## src/rtl/tlb_pkg.sv

```systemverilog
// Shared definitions for the page-table walker: PTE layout, FSM encoding, default widths.
package tlb_pkg;

    // PTE bit positions
    localparam int PTE_V       = 0;
    localparam int PTE_L       = 1;
    localparam int PTE_PTR_LSB = 2;

    // Default widths
    localparam int DEF_VPN_W  = 8;
    localparam int DEF_VPN0_W = 4;
    localparam int DEF_PPN_W  = 8;
    localparam int DEF_MEM_AW = 16;
    localparam int DEF_DATA_W = 16;

    // Walker FSM encoding
    typedef enum logic [1:0] {
        IDLE  = 2'd0,
        WALK1 = 2'd1,
        WALK0 = 2'd2,
        RESP  = 2'd3
    } state_t;

endpackage

```

## src/rtl/tlb_walker.sv

```systemverilog
// Two-level page-table walker: answers one TLB miss at a time with a PPN or a fault.
module tlb_walker
    import tlb_pkg::*;
#(
    parameter int VPN_W  = DEF_VPN_W,
    parameter int VPN0_W = DEF_VPN0_W,
    parameter int PPN_W  = DEF_PPN_W,
    parameter int MEM_AW = DEF_MEM_AW,
    parameter int DATA_W = DEF_DATA_W
) (
    input  logic              clk,
    input  logic              reset,
    input  logic [MEM_AW-1:0] ptbr,
    input  logic              miss_valid,
    output logic              miss_ready,
    input  logic [VPN_W-1:0]  miss_vpn,
    output logic              mem_req,
    output logic [MEM_AW-1:0] mem_addr,
    input  logic              mem_ack,
    input  logic [DATA_W-1:0] mem_rdata,
    output logic              fill_valid,
    input  logic              fill_ready,
    output logic [VPN_W-1:0]  fill_vpn,
    output logic [PPN_W-1:0]  fill_ppn,
    output logic              fill_fault
);

    state_t              state, state_s;
    logic [VPN_W-1:0]    vpn_q;
    logic [MEM_AW-1:0]   ptbr_q;
    logic [MEM_AW-1:0]   base_q;
    logic [PPN_W-1:0]    ppn_q;
    logic                fault_q;

    logic                mem_req_r, mem_req_s;
    logic [MEM_AW-1:0]   mem_addr_r, mem_addr_s;
    logic                fill_valid_r;
    logic                miss_ready_r;

    // PTE field extraction from the incoming read data
    logic                pte_v_s, pte_l_s;
    logic [MEM_AW-1:0]   pte_base_s;
    logic [PPN_W-1:0]    pte_ppn_s;
    logic [MEM_AW-1:0]   vpn1_s, vpn0_s;
    logic                rd_done_s;

    assign pte_v_s    = mem_rdata[PTE_V];
    assign pte_l_s    = mem_rdata[PTE_L];
    assign pte_base_s = MEM_AW'(mem_rdata[DATA_W-1:PTE_PTR_LSB]);
    assign pte_ppn_s  = mem_rdata[PPN_W+PTE_PTR_LSB-1:PTE_PTR_LSB];
    assign vpn1_s     = MEM_AW'(vpn_q[VPN_W-1:VPN0_W]);
    assign vpn0_s     = MEM_AW'(vpn_q[VPN0_W-1:0]);
    // An ack only counts while a request is actually outstanding
    assign rd_done_s  = mem_req_r & mem_ack;

    // State register
    always_ff @(posedge clk or posedge reset) begin
        if (reset) begin
            state <= IDLE;
        end else begin
            state <= state_s;
        end
    end

    // Next state and next values of the registered memory port
    always_comb begin
        state_s    = state;
        mem_req_s  = mem_req_r;
        mem_addr_s = mem_addr_r;
        case (state)
            IDLE: begin
                mem_req_s = 1'b0;
                if (miss_valid) begin
                    state_s = WALK1;
                end else begin
                    state_s = IDLE;
                end
            end
            WALK1: begin
                if (!mem_req_r) begin
                    // First cycle after accept: launch the level-1 read
                    mem_req_s  = 1'b1;
                    mem_addr_s = ptbr_q + vpn1_s;
                end else if (mem_ack) begin
                    if (!pte_v_s || pte_l_s) begin
                        // Invalid entry or superpage leaf: no level-0 read
                        mem_req_s = 1'b0;
                        state_s   = RESP;
                    end else begin
                        // Chain straight into the level-0 read
                        mem_req_s  = 1'b1;
                        mem_addr_s = pte_base_s + vpn0_s;
                        state_s    = WALK0;
                    end
                end else begin
                    state_s = WALK1;
                end
            end
            WALK0: begin
                if (mem_ack) begin
                    mem_req_s = 1'b0;
                    state_s   = RESP;
                end else begin
                    mem_addr_s = base_q + vpn0_s;
                end
            end
            RESP: begin
                mem_req_s = 1'b0;
                if (fill_ready) begin
                    state_s = IDLE;
                end else begin
                    state_s = RESP;
                end
            end
            default: begin
                mem_req_s = 1'b0;
                state_s   = IDLE;
            end
        endcase
    end

    // Registered outputs and walk context
    always_ff @(posedge clk or posedge reset) begin
        if (reset) begin
            mem_req_r    <= 1'b0;
            mem_addr_r   <= {MEM_AW{1'b0}};
            fill_valid_r <= 1'b0;
            miss_ready_r <= 1'b1;
            vpn_q        <= {VPN_W{1'b0}};
            ptbr_q       <= {MEM_AW{1'b0}};
            base_q       <= {MEM_AW{1'b0}};
            ppn_q        <= {PPN_W{1'b0}};
            fault_q      <= 1'b0;
        end else begin
            mem_req_r    <= mem_req_s;
            mem_addr_r   <= mem_addr_s;
            fill_valid_r <= (state_s == RESP);
            miss_ready_r <= (state_s == IDLE);
            case (state)
                IDLE: begin
                    if (miss_valid) begin
                        vpn_q   <= miss_vpn;
                        ptbr_q  <= ptbr;
                        ppn_q   <= {PPN_W{1'b0}};
                        fault_q <= 1'b0;
                    end
                end
                WALK1: begin
                    if (rd_done_s) begin
                        if (!pte_v_s || pte_l_s) begin
                            fault_q <= 1'b1;
                            ppn_q   <= {PPN_W{1'b0}};
                        end else begin
                            base_q <= pte_base_s;
                        end
                    end
                end
                WALK0: begin
                    if (rd_done_s) begin
                        if (pte_v_s && pte_l_s) begin
                            ppn_q   <= pte_ppn_s;
                            fault_q <= 1'b0;
                        end else begin
                            ppn_q   <= {PPN_W{1'b0}};
                            fault_q <= 1'b1;
                        end
                    end
                end
                default: begin
                end
            endcase
        end
    end

    assign miss_ready = miss_ready_r;
    assign mem_req    = mem_req_r;
    assign mem_addr   = mem_addr_r;
    assign fill_valid = fill_valid_r;
    assign fill_vpn   = vpn_q;
    assign fill_ppn   = ppn_q;
    assign fill_fault = fault_q;

endmodule
```

## config.mk

```make
export PLATFORM = sky130hd
export DESIGN_NAME = tlb_walker
export DESIGN_NICKNAME = d
export VERILOG_FILES = /design/src/rtl/tlb_pkg.sv /design/src/rtl/tlb_walker.sv
export SDC_FILE = /design/constraint.sdc
export NUM_CORES = 1
export LEC_CHECK = 0
export CAP_MARGIN = 10
export CORE_MARGIN = 2
export CORE_UTILIZATION = 30
export CTS_CLUSTER_SIZE = 24
export DETAILED_ROUTE_END_ITERATION = 16
export HOLD_SLACK_MARGIN = 0.08
export PLACE_DENSITY = 0.53
export SETUP_SLACK_MARGIN = 0.05
export SYNTH_ARGS = -nofsm -noshare
export SYNTH_HDL_FRONTEND = slang
export SYNTH_SLANG_ARGS = --single-unit
```

## constraint.sdc

```tcl
create_clock -name clk -period 2.8 [get_ports clk]
set_input_delay 0.56 -clock clk [delete_from_list [all_inputs] [get_ports clk]]
set_output_delay 0.56 -clock clk [all_outputs]
set_load 0.02 [all_outputs]
```

### Word level (Yosys, flattened, before mapping)

Cells that the tools add are included.
W data, S select, Z words.

| word-level totals | value |
|---|---|
| word-level logic and storage cells | 68 |
| output and inout port bits | 36 |
| flip-flop bits (word level) | 68 |

| cells by class | value |
|---|---|
| mux-type cells | 29 |
| bitwise gates (word level) | 2 |
| add/subtract/negate cells | 3 |
| equality and inequality tests | 12 |
| reduce and logical (&&, ||, !) cells | 12 |

Operator list:

| kind | number |
|---|---|
| $mux W16 | 4 |
| $mux W8 | 5 |
| $pmux W16 S2 | 1 |
| $add A14 B4 Y15 | 2 |
| $pmux W8 S3 | 1 |
| $add A16 B4 Y16 | 1 |
| $ne A2 B2 Y1 const B | 6 |
| $mux W1 | 11 |
| $mux W2 | 4 |
| $pmux W2 S4 | 1 |
| $eq A2 B2 Y1 const B | 3 |
| $ne A3 B3 Y1 const B | 2 |
| $pmux W1 S3 | 2 |
| $reduce_and A5 Y1 | 1 |
| $logic_not A2 Y1 | 2 |
| $reduce_and A4 Y1 | 1 |
| $reduce_and A3 Y1 | 1 |
| $reduce_bool A3 Y1 | 1 |
| $eq A2 B1 Y1 const B | 1 |
| $reduce_and A2 Y1 | 1 |
| $reduce_bool A2 Y1 | 1 |
| $reduce_or A2 Y1 | 1 |
| $and A1 B1 Y1 | 1 |
| $logic_and A1 B1 Y1 | 1 |
| other kinds (3) | 3 |

### Logic depth before layout (Yosys ltp)

Gate-level depths: netlist (run 1).

| logic depth | value |
|---|---|
| depth in word-level cells | 7 |
| mapped depth | 8 |
| gate-level depth less buffers | 8 |

### Worst setup path before layout (run 1)

Ideal clock, no wire load.

| path | value |
|---|---|
| path type | reg2reg |
| start point | register vpn_q[4] (netlist: fill_vpn[4]) |
| end point | register mem_addr_r[14] (netlist: mem_addr[14]) |
| arrival time | 2.159 ns |
| cell stages (with the launch flop) | 9 |
| slack | 0.515 ns |
| required time | 2.674 ns |
| path buffers | 0 |
| cell sequence | dfrtp_1 ha_1 fa_1 a21o_1 a21oi_2 nand3b_1 xor2_1 o21ai_1 a221o_1 |

| between the ends | value |
|---|---|
| word-level cells in the longest chain between the ends | 3 |

RTL lines:

| item | RTL line | text |
|---|---|---|
| start: declaration | tlb_walker.sv:29 | `logic [VPN_W-1:0] vpn_q;` |
| start signal: assignment | tlb_walker.sv:129 | `vpn_q <= {VPN_W{1'b0}};` |
| start signal: assignment | tlb_walker.sv:142 | `vpn_q <= miss_vpn;` |
| $add A16 B4 Y16 | tlb_walker.sv:83 | `mem_addr_s = ptbr_q + vpn1_s;` |
| $mux W16 | tlb_walker.sv:80 | `if (!mem_req_r) begin` |
| $pmux W16 S2 | tlb_walker.sv:70 | `case (state)` |
| end signal: assignment | tlb_walker.sv:126 | `mem_addr_r <= {MEM_AW{1'b0}};` |
| end signal: assignment | tlb_walker.sv:136 | `mem_addr_r <= mem_addr_s;` |
| end: declaration | tlb_walker.sv:36 | `logic [MEM_AW-1:0] mem_addr_r, mem_addr_s;` |

Every way passes these cells.
A chain may end at the register's enable or synchronous reset.

### Final worst setup path (run 1)

| path | value |
|---|---|
| start point | input port mem_rdata[2] |
| end point | register mem_addr_r[14] (netlist: mem_addr[14]) |

| between the ends | value |
|---|---|
| word-level cells in the longest chain between the ends | 5 |

RTL lines:

| item | RTL line | text |
|---|---|---|
| start: declaration | tlb_walker.sv:20 | `input logic [DATA_W-1:0] mem_rdata,` |
| $add A14 B4 Y15 | tlb_walker.sv:92 | `mem_addr_s = pte_base_s + vpn0_s;` |
| $mux W16 | tlb_walker.sv:85 | `if (!pte_v_s \|\| pte_l_s) begin` |
| $mux W16 | tlb_walker.sv:84 | `end else if (mem_ack) begin` |
| $mux W16 | tlb_walker.sv:80 |  |
| $pmux W16 S2 | tlb_walker.sv:70 |  |

Every way passes these cells. The select of a mux whose other input is x is not followed.

==> results_dict.tcl, run 1 <==
set metrics [dict create \
    required_ns 3.02 \
    portBuffers 80 \
    hold_path_class "flop to flop" \
    drive_gt1_share_pct 18.3 \
    finClkSkew_ns 0.00677 \
    initial_core_util_pct 30.4 \
    regToRegSetupSlack_ns 0.45 \
    final_common_cell "clkdlybuf4s50_1" \
    post_cts_buffers 0 \
    finalHoldViolCount 0 \
    synthFlopType "dfrtp_1" \
    min_period_over_period_pct 87.4 \
    max_cap_viol_count 0 \
    power.internal_w 0.00375 \
    rows 42 \
    cellPowerDensity_nw_per_um2 1180 \
    vias 3227 \
    fillers 1271 \
    die_w_um 119 \
    yosysUniqueCellTypes 57 \
    grt_pass1_wl_mm 17.2 \
    worstPathMaxFanout 3 \
    synth-seq-area-share_pct 42.8 \
    cts.reportedPaths.clkPinSlew_ns 0.05 \
    utilization_pct 41.2 \
    grt_pass1_vias 3251 \
    critical_path_arrival_ns 2.67 \
    avgSynthCellArea_um2 10.5 \
    ys.warnings.count 0 \
    cts_resized 0 \
    rsz0062_at_grt "no" \
    swShare_pct 40.9 \
    via_per_inst 4.90 \
    netlist_instances 379 \
    syn_nets 444 \
    final_cell_mix "clkdlybuf4s50_1 (80), dfrtp_1 (67), nand2_1 (38)" \
    fmax_mhz 408 \
    placed_cell_area_um2 5100 \
    grt.total_usage_pct 15.8 \
    ys_ff_latch 68 \
    dieArea_um2 14200 \
    cts_buffers 9 \
    insertion_delay_ns 0.34 \
    final.min_clock_period_ns 2.45 \
    place.gp.congestion 0.858 \
    clock-sinks 68 \
    syn_area_um2 3980 \
    power.switching_w 0.00259 \
    dp_slack_ns -0.00282 \
    wire_per_inst_um 16.1 \
    hold_buffers 0 \
    cts_tree "built" \
    slew_headroom_pct 58.5 \
    async_reset_ff_share_pct 100 \
    place_hpwl_mm 8.12 \
    routed_wl_mm 10.6 \
    worstMarginPinSlew_ns 0.621 \
    ant_nets 0 \
    finalSetupViolCount 0 \
    firstDrtPassIters 5 \
    grt-ovfl-total 0 \
    drc 0 \
    seq_power_share_pct 29.3 \
    p_total_w 0.00634 \
    antenna_found_initial 0 \
    synth_edf_count 0 \
    clockBufferDepth 2 \
    h-tree-depth 3 \
    status "finished clean" \
    criticalPathCategory "input port to flop" \
    antennaDiodeCount 0 \
    layout_setup_ws_ns 0.352 \
    slew_viol_final 0 \
    first_iter_violations 149 \
    vdd_drop_max_uv 444 \
    areaGrowthSynthToFinish_pct 35.5 \
    core_area_um2 13100 \
    io_pins 81 \
    nNetsFinal 542 \
    final_cell_area_um2 5390 \
    startpoint_type "input port" \
    p_leak_nw 2.30 \
    die_h_um 119 \
    grt_max_degree 69 \
    cp-end-kind "flop" \
    clockRootBuffer "clkbuf_16" \
    pwr-share-clk_pct 17.0 \
    power_frac_comb_pct 53.6 \
]
## final timing paths
path / cells past startpoint / end / from
worst min register to register: 2 / fill_ppn[3]$_DFFE_PP0P_ / fill_ppn[3]$_DFFE_PP0P_
worst max-delay path: 9 / mem_addr[14]$_DFFE_PP0P_ / mem_rdata[2]
worst min-delay path: 2 / fill_ppn[3]$_DFFE_PP0P_ / fill_ppn[3]$_DFFE_PP0P_
max in group asynchronous: 3 / miss_ready$_DFF_PP1_ / reset
min in group asynchronous: 3 / ptbr_q[12]$_DFFE_PP0P_ / reset
worst max register to register: 8 / mem_addr[14]$_DFFE_PP0P_ / fill_vpn[4]$_DFFE_PP0P_
## critical path: stages
cell and delay, ns:
clkdlybuf4s50_1 0.44, ha_1 0.24, fa_1 0.41, a211o_1 0.33, o211ai_2 0.10, nor2_1 0.11, nand4_1 0.09, o21ai_1 0.06
a221o_1 0.32
## layer usage
| metal | GRT usage, % | vias to the layer above | wire, um |
|---|---|---|---|
| li1 | - | 1579 | - |
| met1 | 22.1 | 1558 | 5160 |
| met2 | 23.6 | 75 | 4730 |
| met3 | 3.30 | 15 | 538 |
| met4 | 6.47 | 0 | 184 |
| met5 | 0 | - | 0 |
## cell usage after synthesis (7+ instances only)
master,number,area [um2]
a21o_1,8,60.1
a21oi_1,16,80.1
nor2_1,20,75.1
nand3_1,11,55.1
mux2_2,36,405
xor2_1,16,140
and3_1,7,43.8
xnor2_1,15,131
dfrtp_1,67,1680
nand2_1,38,143
o21ai_0,27,135
ha_1,17,213
## through the flow
stage | instances | setup TNS [ns] | hold WS, ns
finish | 658 | 0 | 0.476
global route | 658 | 0 | 0.498
CTS | 658 | 0 | 0.482
detailed placement | 642 | -0.00282 | 0.470
global placement | 642 | 0 | 0.470
floorplan | 379 | 0 | 0.484
## flip-flops by register name (all words and copies together), names as in the netlist
| signal | flops |
|---|---|
| miss_ready | 1 |
| ptbr_q | 16 |
| state | 2 |
| fill_vpn | 8 |
| mem_addr | 16 |
| fill_ppn | 8 |
| fill_fault | 1 |
| fill_valid | 1 |
| mem_req | 1 |
| base_q | 14 |
## cells by family after synthesis
kind of cell / synth area share (%)
AOI/OAI and AO/OA: 15.3
xor gates and xnor gates: 6.83
adders and majority gates: 6.86
buffers and inverters: 2.08
DFF: 42.8
muxes: 11.7
and+or+nand+nor: 14.4
## final cells by class
class / instances / area (um2) / share of cell area (%)
tap: 176 / 220 / 4.09
inverter: 7 / 26.3 / 0.488
sequential: 68 / 1700 / 31.6
multi-input combinational: 291 / 2190 / 40.7
clock buffer: 15 / 278 / 5.16
timing repair buffer: 100 / 963 / 17.9
clock inverter: 1 / 5.00 / 0.0929
## power by group through the flow
| stage | clock (W) | sequential, W | combinational [W] |
|---|---|---|---|
| 2_1_floorplan | 0 | 0.00199 | 0.00206 |
| 3_3_place_gp | 0 | 0.00187 | 0.00337 |
| 5_1_grt | 0.00116 | 0.00193 | 0.00373 |
| 6_report | 0.00108 | 0.00186 | 0.00340 |
| 4_1_cts | 0.00111 | 0.00187 | 0.00343 |
| 3_5_place_dp | 0 | 0.00188 | 0.00341 |
No activity file was read; power rests on OpenSTA's default activity.
==> run 2, diff against run 1 <==
- SETUP_SLACK_MARGIN: 0.05 -> 0.02
==> results of run 2 <==
Final layout, timing and power as in run 1 (identical DEF).
==> run 3, diff against run 2 <==
- CELL_PAD_IN_SITES_DETAIL_PLACEMENT: not set -> 0
- CELL_PAD_IN_SITES_GLOBAL_PLACEMENT: not set -> 1
- PLACE_DENSITY: 0.53 -> 0.65
- SKIP_LAST_GASP: not set -> 1
==> results_dict.tcl, run 3 (synthesized netlist as in run 1, its figures left out) <==
set metrics [dict create \
    slew_headroom_pct 59.7 \
    r2r-end "mem_addr[14]$_DFFE_PP0P_" \
    r2r_cells 8 \
    die_h_um 119 \
    via_per_inst 4.88 \
    placed_cell_area_um2 5090 \
    hold_slack_ns 0.439 \
    portBuffers 80 \
    multi_input_area_um2 2190 \
    regArea_um2 1700 \
    required_ns 3.01 \
    dieArea_um2 14200 \
    min_period_over_period_pct 88.9 \
    clock-sinks 68 \
    grt.total_usage_pct 15.8 \
    cts_buffers 9 \
    final_common_cell "clkdlybuf4s50_1" \
    rsz0062_at_grt "no" \
    nNetsFinal 539 \
    drc 0 \
    final_cells 655 \
    grt_pass1_wl_mm 17.7 \
    dp_cells 639 \
    post_cts_buffers 0 \
    finClkSkew_ns 0.00675 \
    clockBufferDepth 2 \
    h-tree-depth 3 \
    final_cell_area_um2 5410 \
    p_leak_nw 2.30 \
    fillers 1267 \
    firstDrtPassIters 4 \
    rr_startpoint "fill_vpn[4]$_DFFE_PP0P_" \
    p_total_w 0.00646 \
    io_pins 81 \
    regToRegSetupSlack_ns 0.48 \
    fmax_mhz 402 \
    grt_max_degree 44 \
    antenna_found_initial 0 \
    worstMarginPinSlew_ns 0.604 \
    grt-ovfl-total 0 \
    vdd_drop_max_uv 589 \
    rows 42 \
    finalSetupViolCount 0 \
    slew_viol_final 0 \
    status "finished clean" \
    cellPowerDensity_nw_per_um2 1190 \
    final_cell_mix "clkdlybuf4s50_1 (80), dfrtp_1 (67), nand2_1 (38)" \
    hold_path_class "input port to asynchronous set/reset pin" \
    startpoint_type "input port" \
    place.gp.congestion 0.836 \
    wire_per_inst_um 16.4 \
    worstPathMaxFanout 3 \
    critical_path_arrival_ns 2.70 \
    cts.reportedPaths.clkPinSlew_ns 0.06 \
    grt_pass1_vias 3321 \
    finalHoldViolCount 0 \
    initial_core_util_pct 30.4 \
    vias 3199 \
    ant_nets 0 \
    cts_tree "built" \
    areaGrowthSynthToFinish_pct 36.0 \
    first_iter_violations 150 \
    final.min_clock_period_ns 2.49 \
    insertion_delay_ns 0.33 \
    routed_wl_mm 10.7 \
    die_w_um 119 \
    cts_resized 0 \
    max_cap_viol_count 0 \
    utilization_pct 41.3 \
    core_area_um2 13100 \
    clockRootBuffer "clkbuf_16" \
    drive_gt1_share_pct 18.2 \
    antennaDiodeCount 0 \
    hold_buffers 0 \
    criticalPathCategory "input port to flop" \
    place_hpwl_mm 8.22 \
    cp-end-kind "flop" \
]
-- run 3: worst max-delay path, cell delays in order --
cell and delay (ns):
clkdlybuf4s50_1 0.42, ha_1 0.24, fa_1 0.43, a211o_1 0.33, o211ai_2 0.11, nor2_1 0.11, nand4_1 0.09, o21ai_1 0.07
a221o_1 0.33
-- run 3: stage by stage --
| stage | TNS, ns | setup WS (ns) |
|---|---|---|
| final | 0 | 0.312 |
| after CTS | 0 | 0.315 |
| after floorplan | 0 | 0.515 |
| after global placement | -0.0180 | -0.0180 |
| after global routing | 0 | 0.195 |
| after detailed placement | -0.0313 | -0.0313 |
-- run 3: cell type report --
cell class              count  share of cell area [%]
clock buffers              13                    5.00
clock inverters             3                   0.833
inverters                   7                   0.486
multi-input cells         291                    40.5
flip-flops and latches     68                    31.5
well taps                 176                    4.07
repair buffers             97                    17.6
-- run 3: worst max-delay path by stage --
stage / end / cells after the start / slack [ns] / from
6_report: mem_addr[14]$_DFFE_PP0P_ / 9 / 0.31 / mem_rdata[2]
5_1_grt: mem_addr[14]$_DFFE_PP0P_ / 9 / 0.19 / mem_rdata[2]
4_1_cts: mem_addr[14]$_DFFE_PP0P_ / 9 / 0.31 / mem_rdata[2]
3_5_place_dp: mem_addr[14]$_DFFE_PP0P_ / 9 / -0.03 / mem_rdata[2]
3_3_place_gp: mem_addr[14]$_DFFE_PP0P_ / 9 / -0.02 / mem_rdata[2]
2_1_floorplan: mem_addr[14]$_DFFE_PP0P_ / 8 / 0.51 / fill_vpn[4]$_DFFE_PP0P_
-- run 3: routing by layer --
layer  GRT usage, %  routed length (um)  part of all wire (%)  vias to the layer above
li1               -                   -                     -                     1566
met1           22.4                5250                    49                     1540
met5              0                   0                     0                        -
met4           4.46                 137                   1.3                        0
met3           3.64                 600                   5.6                       13
met2           24.2                4740                    44                       80
-- run 3: report_power, final --
group,switching [W],internal [W],total (W)
clock network,0.000416,0.000762,0.00118
logic,0.00176,0.00163,0.00339
registers,0.000454,0.00143,0.00189
